## config.mk

```make
export PLATFORM = sky130hd
export DESIGN_NAME = inst_class_history_flat
export DESIGN_NICKNAME = d
export VERILOG_FILES = /design/src/rtl/inst_class_history_if.sv /design/src/rtl/inst_class_history.sv /design/src/flat_wrapper.sv
export SDC_FILE = /design/constraint.sdc
export NUM_CORES = 1
export LEC_CHECK = 0
export CORE_UTILIZATION = 35
export DETAILED_ROUTE_END_ITERATION = 6
export PLACE_DENSITY_LB_ADDON = 0.2
export SYNTH_ARGS = -nofsm -noshare
export SYNTH_HDL_FRONTEND = slang
export SYNTH_SLANG_ARGS = --single-unit
```

## constraint.sdc

```tcl
create_clock -name clk_i -period 2.75 [get_ports clk_i]
set_clock_uncertainty 0.2 [all_clocks]
set_input_delay 0.55 -clock clk_i [delete_from_list [all_inputs] [get_ports clk_i]]
set_output_delay 0.55 -clock clk_i [all_outputs]
set_load 0.02 [all_outputs]
```

## src/rtl/inst_class_history_if.sv

```systemverilog
// rtl/inst_class_history_if.sv - issue-stage class history bus: handshake inputs and window outputs
interface inst_class_history_if #(
  parameter int NR_CLASSES = 4,
  parameter int HIST_LEN   = 14,
  parameter int CNT_W      = 32
);
  localparam int CW = $clog2(HIST_LEN + 1);

  logic                           flush_i;
  logic                           instr_valid_i;
  logic                           instr_ack_i;
  logic [NR_CLASSES-1:0]          class_i;
  logic [NR_CLASSES*HIST_LEN-1:0] hist_o;
  logic [NR_CLASSES*CW-1:0]       cnt_o;
  logic                           full_o;
  logic [NR_CLASSES*CNT_W-1:0]    perf_cnt_o;

  modport master (
    output flush_i, instr_valid_i, instr_ack_i, class_i,
    input  hist_o, cnt_o, full_o, perf_cnt_o
  );

  modport slave (
    input  flush_i, instr_valid_i, instr_ack_i, class_i,
    output hist_o, cnt_o, full_o, perf_cnt_o
  );
endinterface

```

## src/rtl/inst_class_history.sv

```systemverilog
// rtl/inst_class_history.sv - sliding window of issued instruction classes with per-class counts
// Optional lifetime per-class counters: define INST_CLASS_HIST_PERF_CNT_EN.
module inst_class_history #(
  parameter int NR_CLASSES = 4,
  parameter int HIST_LEN   = 14,
  parameter int OUT_DELAY  = 1,
  parameter bit FREE_RUN   = 1'b0,
  parameter int CNT_W      = 32
) (
  input  logic                clk_i,
  input  logic                rst_ni,
  inst_class_history_if.slave bus
);
  localparam int            CW       = $clog2(HIST_LEN + 1);
  localparam int            OW       = NR_CLASSES * (HIST_LEN + CW) + 1;
  localparam logic [CW-1:0] FILL_MAX = CW'(HIST_LEN);

  typedef logic [NR_CLASSES-1:0][HIST_LEN-1:0] hist_t;
  typedef logic [NR_CLASSES-1:0][CW-1:0]       cnt_t;

  logic                  hs;
  logic                  shift;
  logic [NR_CLASSES-1:0] in_bits;
  hist_t                 hist_q, hist_d;
  cnt_t                  cnt_q, cnt_d;
  logic [CW-1:0]         fill_q, fill_d;
  logic [OW-1:0]         win_now;
  logic [OW-1:0]         win_out;

  assign hs      = bus.instr_valid_i & bus.instr_ack_i;
  assign in_bits = hs ? bus.class_i : '0;
  // Legacy free-running mode ages the window on idle cycles by shifting in zeros.
  assign shift   = FREE_RUN ? 1'b1 : hs;

  always_comb begin
    hist_d = hist_q;
    cnt_d  = cnt_q;
    fill_d = fill_q;
    if (bus.flush_i) begin
      hist_d = '0;
      cnt_d  = '0;
      fill_d = '0;
    end else begin
      if (shift) begin
        for (int c = 0; c < NR_CLASSES; c++) begin
          hist_d[c] = {in_bits[c], hist_q[c][HIST_LEN-1:1]};
          cnt_d[c]  = cnt_q[c] + CW'(in_bits[c]) - CW'(hist_q[c][0]);
        end
      end
      if (hs && (fill_q != FILL_MAX)) begin
        fill_d = fill_q + CW'(1);
      end
    end
  end

  always_ff @(posedge clk_i) begin
    if (!rst_ni) begin
      hist_q <= '0;
      cnt_q  <= '0;
      fill_q <= '0;
    end else begin
      hist_q <= hist_d;
      cnt_q  <= cnt_d;
      fill_q <= fill_d;
    end
  end

  assign win_now = {(fill_q == FILL_MAX), cnt_q, hist_q};

  generate
    if (OUT_DELAY == 0) begin : g_direct
      assign win_out = win_now;
    end else begin : g_pipe
      logic [OUT_DELAY-1:0][OW-1:0] pipe_q, pipe_d;

      always_comb begin
        pipe_d = pipe_q;
        if (bus.flush_i) begin
          pipe_d = '0;
        end else begin
          pipe_d[0] = win_now;
          for (int i = 1; i < OUT_DELAY; i++) begin
            pipe_d[i] = pipe_q[i-1];
          end
        end
      end

      always_ff @(posedge clk_i) begin
        if (!rst_ni) begin
          pipe_q <= '0;
        end else begin
          pipe_q <= pipe_d;
        end
      end

      assign win_out = pipe_q[OUT_DELAY-1];
    end
  endgenerate

  assign bus.hist_o = win_out[NR_CLASSES*HIST_LEN-1:0];
  assign bus.cnt_o  = win_out[OW-2 -: NR_CLASSES*CW];
  assign bus.full_o = win_out[OW-1];

`ifdef INST_CLASS_HIST_PERF_CNT_EN
  logic                             rec;
  logic [NR_CLASSES-1:0][CNT_W-1:0] perf_q, perf_d;

  // A flushed handshake is never recorded, so it does not count either; flush never clears these.
  assign rec = hs & ~bus.flush_i;

  always_comb begin
    perf_d = perf_q;
    for (int c = 0; c < NR_CLASSES; c++) begin
      if (rec && bus.class_i[c] && (perf_q[c] != {CNT_W{1'b1}})) begin
        perf_d[c] = perf_q[c] + CNT_W'(1);
      end
    end
  end

  always_ff @(posedge clk_i) begin
    if (!rst_ni) begin
      perf_q <= '0;
    end else begin
      perf_q <= perf_d;
    end
  end

  assign bus.perf_cnt_o = perf_q;
`else
  assign bus.perf_cnt_o = {(NR_CLASSES*CNT_W){1'b0}};
`endif

  always @(posedge clk_i) begin
    if (rst_ni) begin
      if (hs) begin
        assert ($onehot0(bus.class_i));
      end
      for (int c = 0; c < NR_CLASSES; c++) begin
        assert (int'(cnt_q[c]) == $countones(hist_q[c]));
      end
    end
  end
endmodule

```

## src/flat_wrapper.sv

```systemverilog
// flat-port wrapper written by rule: the top's interface ports become plain ports
module inst_class_history_flat 
#(
  parameter int NR_CLASSES = 4,
  parameter int HIST_LEN   = 14,
  parameter int OUT_DELAY  = 1,
  parameter bit FREE_RUN   = 1'b0,
  parameter int CNT_W      = 32
)
  (clk_i, rst_ni, bus_flush_i, bus_instr_valid_i, bus_instr_ack_i, bus_class_i, bus_hist_o, bus_cnt_o, bus_full_o, bus_perf_cnt_o);
  inst_class_history_if #(.NR_CLASSES(NR_CLASSES), .HIST_LEN(HIST_LEN), .CNT_W(CNT_W)) bus_i ();
  input  logic clk_i;
  input  logic rst_ni;
  input wire logic [$bits(bus_i.flush_i)-1:0] bus_flush_i;
  input wire logic [$bits(bus_i.instr_valid_i)-1:0] bus_instr_valid_i;
  input wire logic [$bits(bus_i.instr_ack_i)-1:0] bus_instr_ack_i;
  input wire logic [$bits(bus_i.class_i)-1:0] bus_class_i;
  output wire logic [$bits(bus_i.hist_o)-1:0] bus_hist_o;
  output wire logic [$bits(bus_i.cnt_o)-1:0] bus_cnt_o;
  output wire logic [$bits(bus_i.full_o)-1:0] bus_full_o;
  output wire logic [$bits(bus_i.perf_cnt_o)-1:0] bus_perf_cnt_o;
  assign bus_i.flush_i = bus_flush_i;
  assign bus_i.instr_valid_i = bus_instr_valid_i;
  assign bus_i.instr_ack_i = bus_instr_ack_i;
  assign bus_i.class_i = bus_class_i;
  assign bus_hist_o = bus_i.hist_o;
  assign bus_cnt_o = bus_i.cnt_o;
  assign bus_full_o = bus_i.full_o;
  assign bus_perf_cnt_o = bus_i.perf_cnt_o;
  inst_class_history #(.NR_CLASSES(NR_CLASSES), .HIST_LEN(HIST_LEN), .OUT_DELAY(OUT_DELAY), .FREE_RUN(FREE_RUN), .CNT_W(CNT_W)) u_core (.clk_i(clk_i), .rst_ni(rst_ni), .bus(bus_i));
endmodule
```

==> flow_summary.json <==
{
  "syn_inst": 669,
  "antenna_left": 0,
  "grt_use_total_pct": 12.9,
  "fp.dieH_um": 134,
  "rsz0062_at_grt": "no",
  "numCtsBuffers": 17,
  "r2r_end": "u_core.cnt_q[7]$_SDFFE_PP0N_",
  "fin_crit_ns": 2.49,
  "status": "finished, final reports clean",
  "crit_fanout": 2,
  "synth_seq_area_share_pct": 48.8,
  "fp.dieArea_um2": 18000,
  "tns_ns": 0,
  "arrival_ns": 2.66,
  "setup_viol": 0,
  "relSlewSlack_pct": 64.0,
  "synth_edf_count": 0,
  "htree_levels": 4,
  "clock_path_buffers": 2,
  "r2r_slack_ns": 0.56,
  "grt_max_degree": 43,
  "fin_area_um2": 7410,
  "num-fill-cells": 1682,
  "grt_first_pass_wirelength_um": 18000,
  "drc": 0,
  "insertion_delay_ns": 0.42,
  "ctsHoldBuffers": 0,
  "startpoint_type": "input pin",
  "synth_top_cell_by_area": "dfxtp_1",
  "path_clk_slew_ns": 0.06,
  "vias_per_cell": 4.10,
  "syn_area_um2": 6120,
  "cellLeakagePower_nw": 2.95,
  "start_util_pct": 36.4,
  "clockRootBuffer": "clkbuf_16",
  "num_rows": 47,
  "drv_cap": 0,
  "vdd_drop_max_uv": 383,
  "yosysMostFrequentCell": "dfxtp_1",
  "antenna_found_initial": 0,
  "io_buffer_count": 81,
  "vias": 4082,
  "ys_top_cells_by_area": "dfxtp_1, buf_4, nand2_1",
  "dp_hpwl_um": 7760,
  "synth_top_area_share_pct": 48.8,
  "worst_setup_path_end_kind": "flop",
  "drive_gt1_share_pct": 10.1,
  "min_from": "u_core.hist_q[46]$_SDFFE_PP0N_",
  "ys_dominant_reg_cell": "dfxtp_1",
  "max_freq_mhz": 401,
  "die_x_um": 134,
  "drv_slew": 0,
  "drt_iter0_markers": 151,
  "core_um2": 16800,
  "yosys_warnings": 0,
  "hold_path_end": "u_core.hist_q[45]$_SDFFE_PP0N_",
  "critPathKind": "in -> reg",
  "async_reset_ff_share_pct": 0,
  "reg2reg_from": "u_core.hist_q[14]$_SDFFE_PP0N_",
  "synth_commonest_cells": "dfxtp_1, buf_4, nand2_1, and2_1, a21oi_1",
  "cts_sinks": 149,
  "syn_avg_cell_area_um2": 9.15,
  "grt_pass1_vias": 3729,
  "synth-seq-cells": 149,
  "power_density_nw_per_um2": 644,
  "worstHoldPathType": "reg -> reg",
  "place_congestion": 0.737,
  "first_pass_iters": 4,
  "tightest_slew_ns": 0.540,
  "antenna_cells": 0,
  "tritoncts": "done",
  "drt-total-wl_um": 11000,
  "routedWlPerCell_um": 11.1,
  "hold_depth": 2,
  "reg2regPathDepth": 7,
  "holdWs_ns": 0.261,
  "layout.nets": 793,
  "finalHoldViolations": 0,
  "min_period_over_period_pct": 90.6,
  "yosysUniqueCellTypes": 30,
  "overflow": 0,
  "io_pins": 210,
  "place_area_um2": 6800,
  "crit_required_ns": 2.91,
  "area_growth_pct": 21.2
}
[layer usage]
metal	share of wire [%]	wire [um]	vias up	GRT usage, %
met1	43	4770	1868	15.1
met4	2.0	223	0	6.55
li1	-	-	2047	-
met5	0	0	-	0
met3	6.1	671	16	3.78
met2	49	5370	151	21.3
[state kept, by name (all words and copies together) (netlist names)]
signal and cells:
u_core.fill_q 4, u_core.hist_q 56, u_core.g_pipe.pipe_q 73, u_core.cnt_q 16
[through the flow]
step	setup slack, ns	cells	utilization (%)	total power [mW]
2_1_floorplan	0.0104	796	-	2.60
3_3_place_gp	-0.327	961	40.4	2.52
3_5_place_dp	-0.362	961	40.4	2.52
4_1_cts	0.0729	993	44.0	4.84
5_1_grt	0.187	995	44.1	4.98
6_report	0.258	995	44.1	4.78
[cells by family after synthesis]
| kind of cell | share of synthesized area (%) |
|---|---|
| AO/OA/AOI/OAI | 8.24 |
| buffers and inverters | 19.2 |
| flip-flops | 48.8 |
| other | 0.0613 |
| XOR/XNOR | 1.00 |
| AND/OR/NAND/NOR | 17.8 |
| adder cells (fa/ha/maj) | 4.99 |
[where the power goes]
part / switching, mW / total, mW / internal [mW]
clock network: 0.908 / 2.30 / 1.39
logic: 0.250 / 0.306 / 0.0552
registers: 0.00617 / 2.17 / 2.17
[cell usage in the layout, fill, tap and decap left out, types with 3 or more instances in the layout]
master	instances
a21oi_1	64
nand3_1	3
and3_1	3
xor2_1	3
a31o_1	4
fa_1	4
nor2_1	17
o211ai_1	4
and2_1	64
ha_1	15
ha_2	3
xnor2_1	4
a21o_1	3
inv_6	3
a211oi_1	5
clkdlybuf4s50_1	79
inv_1	19
a211oi_2	4
nand2_1	127
clkbuf_16	17
clkinvlp_4	3
buf_4	22
or4_4	4
conb_1	128
clkinv_4	3
dfxtp_1	149
[layout make-up]
cell class | count | area (um2) | share of cell area [%]
clock buffer | 19 | 453 | 6.11
clock inverter | 13 | 145 | 1.96
inverter | 20 | 75.1 | 1.01
multi-input combinational | 468 | 2460 | 33.1
sequential | 149 | 2980 | 40.2
tap | 220 | 275 | 3.71
timing repair buffer | 106 | 1030 | 13.8
[worst max-delay path by stage]
stage	startpoint	to	slack [ns]	depth (start not counted)
3_5_place_dp	bus_instr_valid_i	u_core.cnt_q[11]$_SDFFE_PP0N_	-0.36	10
4_1_cts	bus_instr_valid_i	u_core.cnt_q[11]$_SDFFE_PP0N_	0.07	10
5_1_grt	bus_class_i[2]	u_core.cnt_q[11]$_SDFFE_PP0N_	0.19	9
2_1_floorplan	bus_instr_valid_i	u_core.cnt_q[11]$_SDFFE_PP0N_	0.01	11
6_report	bus_class_i[2]	u_core.cnt_q[11]$_SDFFE_PP0N_	0.26	9
3_3_place_gp	bus_instr_valid_i	u_core.cnt_q[11]$_SDFFE_PP0N_	-0.33	10
[what timing repair did]
action,4_1_cts,5_1_grt
resized for setup,0,4
endpoints found under the setup margin,0,2
buffers inserted,0,2
[worst max-delay path, cell delays in order]
cell and delay (ns):
clkdlybuf4s50_1 0.53, nand2_1 0.09, ha_1 0.28, inv_1 0.04, ha_1 0.18, and3_1 0.19, or4_4 0.48, a211oi_2 0.19
a31o_1 0.11
(Power assumes the default switching activity.)
